File: src/rtl/fetch_pkg.sv
// Shared types and constants for the LEGv8 instruction-fetch stage.
// Holds the fetch FSM state enum, instruction-format constants and the HALT decode helper.
package fetch_pkg;

    typedef enum logic [1:0] {
        FETCH,
        DRAIN,
        HOLD,
        HALTED
    } fetch_state_t;

    localparam int unsigned INSTR_W         = 32;
    localparam int unsigned BYTES_PER_INSTR = 4;
    localparam logic [10:0] HALT_OPCODE     = 11'h7FF;
    localparam int unsigned PC_INC          = 4;

    function automatic logic is_halt(input logic [INSTR_W-1:0] word);
        return word[INSTR_W-1:INSTR_W-11] == HALT_OPCODE;
    endfunction

endpackage

File: src/rtl/fetch_byte_assembler.sv
// Collects four byte-wide memory reads into one little-endian instruction word.
// done pulses in the cycle the final byte arrives; word is valid in that same cycle.
module fetch_byte_assembler
    import fetch_pkg::*;
(
    input  logic               clk,
    input  logic               rst_n,
    input  logic               clear,
    input  logic               byte_valid,
    input  logic [7:0]         byte_data,
    output logic [INSTR_W-1:0] word,
    output logic               done
);

    localparam logic [1:0] LAST_IDX = 2'(BYTES_PER_INSTR - 1);

    logic [1:0]  cnt_q, cnt_d;
    logic [23:0] lanes_q, lanes_d;

    always_comb begin
        cnt_d   = cnt_q;
        lanes_d = lanes_q;
        if (clear) begin
            cnt_d   = 2'd0;
            lanes_d = '0;
        end else if (byte_valid) begin
            cnt_d = cnt_q + 2'd1;
            unique case (cnt_q)
                2'd0:    lanes_d[7:0]   = byte_data;
                2'd1:    lanes_d[15:8]  = byte_data;
                2'd2:    lanes_d[23:16] = byte_data;
                default: lanes_d        = lanes_q;
            endcase
        end
    end

    always_ff @(posedge clk) begin
        if (!rst_n) begin
            cnt_q   <= 2'd0;
            lanes_q <= '0;
        end else begin
            cnt_q   <= cnt_d;
            lanes_q <= lanes_d;
        end
    end

    // The top byte bypasses the register so the word is complete on the done cycle.
    assign word = {byte_data, lanes_q};
    assign done = byte_valid && !clear && (cnt_q == LAST_IDX);

endmodule

File: src/rtl/fetch_stage.sv
// LEGv8 fetch stage: four byte reads per instruction, valid/ready hand-off to decode,
// branch redirect and HALT detection. Define ALIGN_CHECK_EN to trap misaligned redirects.
module fetch_stage
    import fetch_pkg::*;
#(
    parameter int unsigned     PC_W     = 64,
    parameter int unsigned     IMEM_AW  = 12,
    parameter logic [PC_W-1:0] RESET_PC = '0
) (
    input  logic               clk,
    input  logic               rst_n,
    output logic               imem_rd_en,
    output logic [IMEM_AW-1:0] imem_addr,
    input  logic [7:0]         imem_rdata,
    output logic [INSTR_W-1:0] instr,
    output logic [PC_W-1:0]    instr_pc,
    output logic               instr_valid,
    input  logic               instr_ready,
    input  logic               pc_src,
    input  logic [PC_W-1:0]    branch_addr,
    output logic               halted,
    output logic               align_err
);

    localparam logic [1:0] LAST_IDX = 2'(BYTES_PER_INSTR - 1);

    fetch_state_t       state_q, state_d;
    logic [PC_W-1:0]    pc_q, pc_d;
    logic [PC_W-1:0]    instr_pc_q, instr_pc_d;
    logic [INSTR_W-1:0] instr_q, instr_d;
    logic [1:0]         idx_q, idx_d;
    logic               halted_q, halted_d;
    logic               align_err_q, align_err_d;
    logic               rd_valid_q;
    logic               fetch_rd;
    logic               redirect;
    logic               asm_done;
    logic [INSTR_W-1:0] asm_word;

    assign redirect = pc_src && (state_q != HALTED);

    fetch_byte_assembler u_asm (
        .clk        (clk),
        .rst_n      (rst_n),
        .clear      (redirect),
        .byte_valid (rd_valid_q),
        .byte_data  (imem_rdata),
        .word       (asm_word),
        .done       (asm_done)
    );

    always_comb begin
        state_d     = state_q;
        pc_d        = pc_q;
        idx_d       = idx_q;
        instr_d     = instr_q;
        instr_pc_d  = instr_pc_q;
        halted_d    = halted_q;
        align_err_d = align_err_q;
        fetch_rd    = 1'b0;

        unique case (state_q)
            FETCH: begin
                fetch_rd = 1'b1;
                if (idx_q == LAST_IDX) begin
                    idx_d   = 2'd0;
                    state_d = DRAIN;
                end else begin
                    idx_d = idx_q + 2'd1;
                end
            end
            DRAIN: begin
                if (asm_done) begin
                    if (is_halt(asm_word)) begin
                        halted_d = 1'b1;
                        state_d  = HALTED;
                    end else begin
                        instr_d    = asm_word;
                        instr_pc_d = pc_q;
                        state_d    = HOLD;
                    end
                end
            end
            HOLD: begin
                if (instr_ready) begin
                    pc_d    = pc_q + PC_W'(PC_INC);
                    state_d = FETCH;
                end
            end
            HALTED: begin
                state_d = HALTED;
            end
            default: state_d = FETCH;
        endcase

        // A redirect overrides everything above, including a same-cycle handshake or HALT.
        if (redirect) begin
            fetch_rd   = 1'b0;
            idx_d      = 2'd0;
            state_d    = FETCH;
            instr_d    = instr_q;
            instr_pc_d = instr_pc_q;
            halted_d   = halted_q;
            pc_d       = pc_q;
`ifdef ALIGN_CHECK_EN
            if (branch_addr[1:0] != 2'b00) begin
                halted_d    = 1'b1;
                align_err_d = 1'b1;
                state_d     = HALTED;
            end else begin
                pc_d = branch_addr;
            end
`else
            pc_d = {branch_addr[PC_W-1:2], 2'b00};
`endif
        end
    end

`ifndef ALIGN_CHECK_EN
    logic unused_branch_lsb;
    assign unused_branch_lsb = ^branch_addr[1:0];
`endif

    always_ff @(posedge clk) begin
        if (!rst_n) begin
            state_q     <= FETCH;
            pc_q        <= RESET_PC;
            idx_q       <= 2'd0;
            instr_q     <= '0;
            instr_pc_q  <= '0;
            halted_q    <= 1'b0;
            align_err_q <= 1'b0;
            rd_valid_q  <= 1'b0;
        end else begin
            state_q     <= state_d;
            pc_q        <= pc_d;
            idx_q       <= idx_d;
            instr_q     <= instr_d;
            instr_pc_q  <= instr_pc_d;
            halted_q    <= halted_d;
            align_err_q <= align_err_d;
            rd_valid_q  <= imem_rd_en;
        end
    end

    // Gating with rst_n keeps the strobe low while reset is held.
    assign imem_rd_en  = fetch_rd && rst_n;
    assign imem_addr   = pc_q[IMEM_AW-1:0] + IMEM_AW'(idx_q);
    assign instr       = instr_q;
    assign instr_pc    = instr_pc_q;
    assign instr_valid = (state_q == HOLD);
    assign halted      = halted_q;
    assign align_err   = align_err_q;

endmodule

File: config.mk
export PLATFORM = sky130hd
export DESIGN_NAME = fetch_stage
export DESIGN_NICKNAME = d
export VERILOG_FILES = /design/src/rtl/fetch_pkg.sv /design/src/rtl/fetch_byte_assembler.sv /design/src/rtl/fetch_stage.sv
export SDC_FILE = /design/constraint.sdc
export NUM_CORES = 1
export LEC_CHECK = 0
export BUFFER_PORTS_ARGS = -buffer_cell sky130_fd_sc_hd__buf_2
export CAP_MARGIN = 20
export CORE_UTILIZATION = 50
export DETAILED_ROUTE_END_ITERATION = 8
export PLACE_DENSITY_LB_ADDON = 0.12
export SETUP_SLACK_MARGIN = 0.15
export SLEW_MARGIN = 20
export SYNTH_ARGS = -nofsm -noshare
export SYNTH_HDL_FRONTEND = slang
export SYNTH_SLANG_ARGS = --single-unit
File: constraint.sdc
create_clock -name clk -period 2.4 [get_ports clk]
set_input_delay 0.24 -clock clk [delete_from_list [all_inputs] [get_ports clk]]
set_output_delay 0.24 -clock clk [all_outputs]
set_load 0.05 [all_outputs]
* Yosys cells after proc, flatten, opt, wreduce, memory -nomap -nowiden
Cells that the tools add are included.
Operators by class: reductions and logical operators 18, $add $sub $neg 4, mux-type cells 11, equality and inequality tests 12, bitwise gates (word level) 3
Operator list (count):
- 2-to-1 mux 64 bit | 3
- adder 64 x 3 -> 64 bit, second input constant | 1
- adder 12 x 2 -> 12 bit | 1
- == test 11 bit, second input constant | 1
- == test 2 bit, second input constant | 5
- AND reduction 2 bit | 5
- 2-to-1 mux 2 bit | 4
- case mux 2 bit (4 select lines) | 1
- AND reduction 4 bit | 2
- inequality test 2 bit, second input constant | 3
- adder 2 x 1 -> 2 bit, second input constant | 2
- == test 2 x 1 -> 1 bit, second input constant | 2
- logical AND 1 bit | 4
- logical NOT 2 bit | 2
- nonzero test 2 bit | 2
- 2-to-1 mux 1 bit | 3
- NOT 1 bit | 3
- AND reduction 3 bit | 1
- inequality test 2 x 1 -> 1 bit, second input constant | 1
- OR reduction 2 bit | 1
- logical NOT 1 bit | 1
Word-level totals: word-level logic and storage cells 60, output and inout port bits 112, bits in registers 192

* Depth between registers and ports, before layout
depth after elaboration 7, gate-level depth with buffers 9

* Modules after synthesis
Synthesis repeated with hierarchy kept, for this count alone.
Unflattened totals: cells, all modules 1121, area, all modules 8947.3 sq um
By module, submodules not included:
- fetch_stage | area an instance 7534.7 sq um, cells each 987, instances 1, seq. area each 3243.1 sq um
- fetch_byte_assembler | area an instance 1412.6 sq um, cells each 134, instances 1, seq. area each 520.5 sq um

* Least setup slack after synthesis
No wires, ideal clock.
path type register to output, start reg state_q[1], end out imem_rd_en, cell stages (with the launch flop) 7, arrival time 2.369 ns, path buffers 2, slack -0.209 ns, cell sequence dfxtp_1 clkbuf_1 nand2_1 nand2_1 clkbuf_1 nand2_1 nor3_1
Between the ends: word-level cells in the longest chain between the ends 4
Ends and longest elaborated chain:
- from (decl) | line fetch_stage.sv:27 | fetch_state_t state_q, state_d;
- from (signal assigned) | line fetch_stage.sv:135 | state_q <= state_d;
- logical NOT 2 bit / inequality test 2 bit (equally long branches) | line fetch_stage.sv:62, fetch_stage.sv:40
- 2-to-1 mux 1 bit / logical AND 1 bit (equally long branches) | line fetch_stage.sv:62, fetch_stage.sv:40
- 2-to-1 mux 1 bit * | line fetch_stage.sv:97 | if (redirect) begin
- logical AND 1 bit * | line fetch_stage.sv:147 | assign imem_rd_en = fetch_rd && rst_n;
- to (decl) | line fetch_stage.sv:12 | output logic imem_rd_en,
Mark *: on every way between the ends. The rest lies on a longest branch, timed or not.

* Worst setup path after layout
start reg pc_q[2], end reg pc_q[62]
Between the ends: word-level cells in the longest chain between the ends 4
Ends and longest elaborated chain:
- from (decl) | line fetch_stage.sv:28 | logic [PC_W-1:0] pc_q, pc_d;
- from (signal assigned) | line fetch_stage.sv:136 | pc_q <= pc_d;
- adder 64 x 3 -> 64 bit | line fetch_stage.sv:86 | pc_d = pc_q + PC_W'(PC_INC);
- 2-to-1 mux 64 bit | line fetch_stage.sv:85 | if (instr_ready) begin
- 2-to-1 mux 64 bit | line fetch_stage.sv:62 | unique case (state_q)
- 2-to-1 mux 64 bit | line fetch_stage.sv:97
No other way between the ends. The select of a mux whose other input is x is not followed. A chain may end at the register's enable or synchronous reset.

==> summary.txt <==
Synthesis
  • FFs w/ async S/R, synth: 0%
  • Count of cell types in the netlist: 72
  • Synthesized area: 0.00880 mm2
  • Seq cells post-synth: 188
  • Number of enable flip-flop cells after synthesis: 0
  • Ys flop type: dfxtp_1
  • Register area share after synthesis: 42.7%
  • Cells after synthesis: 1147
  • Yosys warns: 0
  • Mapped Avg Cell Area: 7.68 um2

Floorplanning
  • Floorplan row count: 48
  • Die H: 135 um
  • Initial core utilization: 51.1%
  • Area of the die: 0.0181 mm2
  • Chip Width: 135 um
  • I/O pin count: 188
  • Core area: 0.0172 mm2

Detailed routing
  • Starting DRC count in detailed routing: 657
  • WL/cell: 17.2 um
  • Vias per inst: 5.77
  • DR pass1 iterations: 5
  • Post-route DRC: 0
  • Vias: 9162
  • Remaining antenna violation count after routing: 0
  • Final WL: 27400 um

Worst setup path
  • Worst setup EP type: register
  • Critical path peak fanout: 5
  • WP data arrival: 2550 ps
  • Crit start category: register
  • Register-to-register setup slack: 220 ps
  • Worst path max stage delay: 440 ps
  • Sequence of cells on the critical path: ha_4 > nand3_4 > nor4_4 > nand2_2 > or4_4 > or3_1 > a31oi_1
  • Worst-path cell with the longest stage delay: or4_4
  • Crit Path Category: reg -> reg
  • Required @ worst endpoint: 2770 ps
  • Crit path buf inv count: 0
  • Crit-path leading delay family: simple AND/OR/NAND/NOR gates

Placement
  • Dpl hpwl: 19800 um
  • Gpl congestion: 0.962
  • Port bufs: 182
  • Area after DPL: 0.0103 mm2

STA
  • Fin. Hold Viols: 0
  • Sum of negative setup slack: 0 ps
  • Crit share post-route: 90.8%
  • Fin. max-slew vios: 0
  • Min Hold Slack: 27.0 ps
  • Unrepaired setup endpoints after global routing: yes
  • Final setup viols: 0
  • Min Tclk post-route: 2180 ps
  • Slew Limit Headroom: 64.2%
  • Fmax achieved: 0.459 GHz
  • Slew @ Worst Pin: 532 ps
  • Setup Skew: 12.2 ps

Power
  • Total power: 6730 uW
  • Max VDD drop: 0.000512 V
  • Pwr/cell area: 609 mW/mm2
  • Cell leakage power: 0.00429 uW

CTS
  • H-tree lvl count: 4
  • TritonCTS buffer count: 17
  • CTS Buffer Depth: 2
  • Skew-Pair Late Insertion Delay: 450 ps
  • # hold bufs at CTS: 0
  • CTS tree: yes
  • Clock Sinks: 188
  • Clk root buf: clkbuf_16
  • CTS clk-pin slew, worst paths: 80 ps

Final layout
  • Area growth syn-to-layout: 25.4%
  • # nets final: 1430
  • Most common cell after layout, fill and taps aside: nand2_1
  • Design area: 0.0110 mm2
  • Most frequent cells in the layout: 300 x nand2_1, 181 x buf_2, 175 x dfxtp_1
  • Core Util, Final: 64.1%
  • Share of cells above drive strength 1: 26.8%

Hold path
  • Hold crit path type: in -> reg

GRT
  • Pin count of the biggest net entering global routing: 61
  • First-pass GRT wire length: 43600 um
  • GR Overflow Total: 0
  • Global Route Usage Sum: 30.6%
  • Initial antenna violation count: 2
  • Vias in the first global route: 8353

Flow run
  • MaxCap Viol Count: 0

Run status
  • Outcome: completed
## stage by stage
step | std cells | setup slack, ps
4_1_cts | 1586 | 97.4
3_5_place_dp | 1553 | 25.4
5_1_grt | 1587 | 122
2_1_floorplan | 1149 | 169
3_3_place_gp | 1553 | 93.0
6_report | 1587 | 221
## cell families after synthesis
logic type / after synthesis / synth area share, %
xor gates and xnor gates: 3 / 0.298
AOI/OAI and AO/OA: 282 / 19.0
other: 1 / 0.0426
and+or+nand+nor: 554 / 30.4
DFF: 188 / 42.7
adders and majority gates: 6 / 0.853
muxes: 9 / 1.04
buffers and inverters: 104 / 5.68
## worst reg2reg max path, cell delays in order, from the launching register on
cell and delay, ps:
dfxtp_4 370, ha_4 150, nand3_4 110, nor4_4 370
nand2_2 170, or4_4 440, or3_1 350, a31oi_1 150
## metal layers
metal  part of all wire (%)  routed length (um)  GRT usage, %
met1                     45               12400          42.8
met2                     45               12300          46.7
met3                    7.9                2170          6.76
met4                    1.9                 516          9.80
met5                  0.044                  12             0
## cell usage after synthesis (all sizes together), types with 14 or more instances
cell type / count / area share (%)
a31oi: 25 / 1.8
dfxtp: 188 / 43
nor4: 19 / 2.0
a21oi: 164 / 9.3
nand4: 35 / 3.2
clkbuf: 65 / 3.2
nand3: 53 / 3.0
nor2: 51 / 2.2
nand2: 302 / 13
nor3: 33 / 2.0
o21ai: 14 / 0.80
a22oi: 20 / 1.7
buf: 29 / 2.1
## report_power, final
group | leakage, uW | total [uW] | switching, uW | internal [uW]
registers | 0.00153 | 3290 | 102 | 3190
clock network | 0.000291 | 2840 | 1440 | 1410
logic | 0.00247 | 590 | 364 | 226
## worst paths after layout
path                                       from            to  depth (start not counted)
worst max-delay path                    pc_q[2]      pc_q[62]                          7
worst min-delay path            branch_addr[17]      pc_q[17]                          3
worst max register to register          pc_q[2]      pc_q[62]                          7
worst min register to register     instr_pc[62]  instr_pc[62]                          2
## area by class of cell
type / instances / area (um2)
fill: 1578 / 6190
multi-input combinational: 857 / 4650
sequential: 188 / 3780
clock buffer: 17 / 425
antenna: 1 / 2.50
timing repair buffer: 274 / 1690
inverter: 10 / 40.0
clock inverter: 15 / 174
tap: 225 / 282
## timing repair
action                     4_1_cts  5_1_grt
cloned                           0        0
pin swaps                        2        5
gates resized for setup          3       25
setup buffers                    1        0
setup endpoints to repair       11       37
## flip-flops by register name, summed over array words and instances (netlist names)
register,flops
instr,32
rd_valid_q,1
idx_q,2
u_asm.lanes_q,24
instr_pc,62
halted,1
state_q,2
u_asm.cnt_q,2
pc_q,62
No activity file was read; power rests on OpenSTA's default activity.
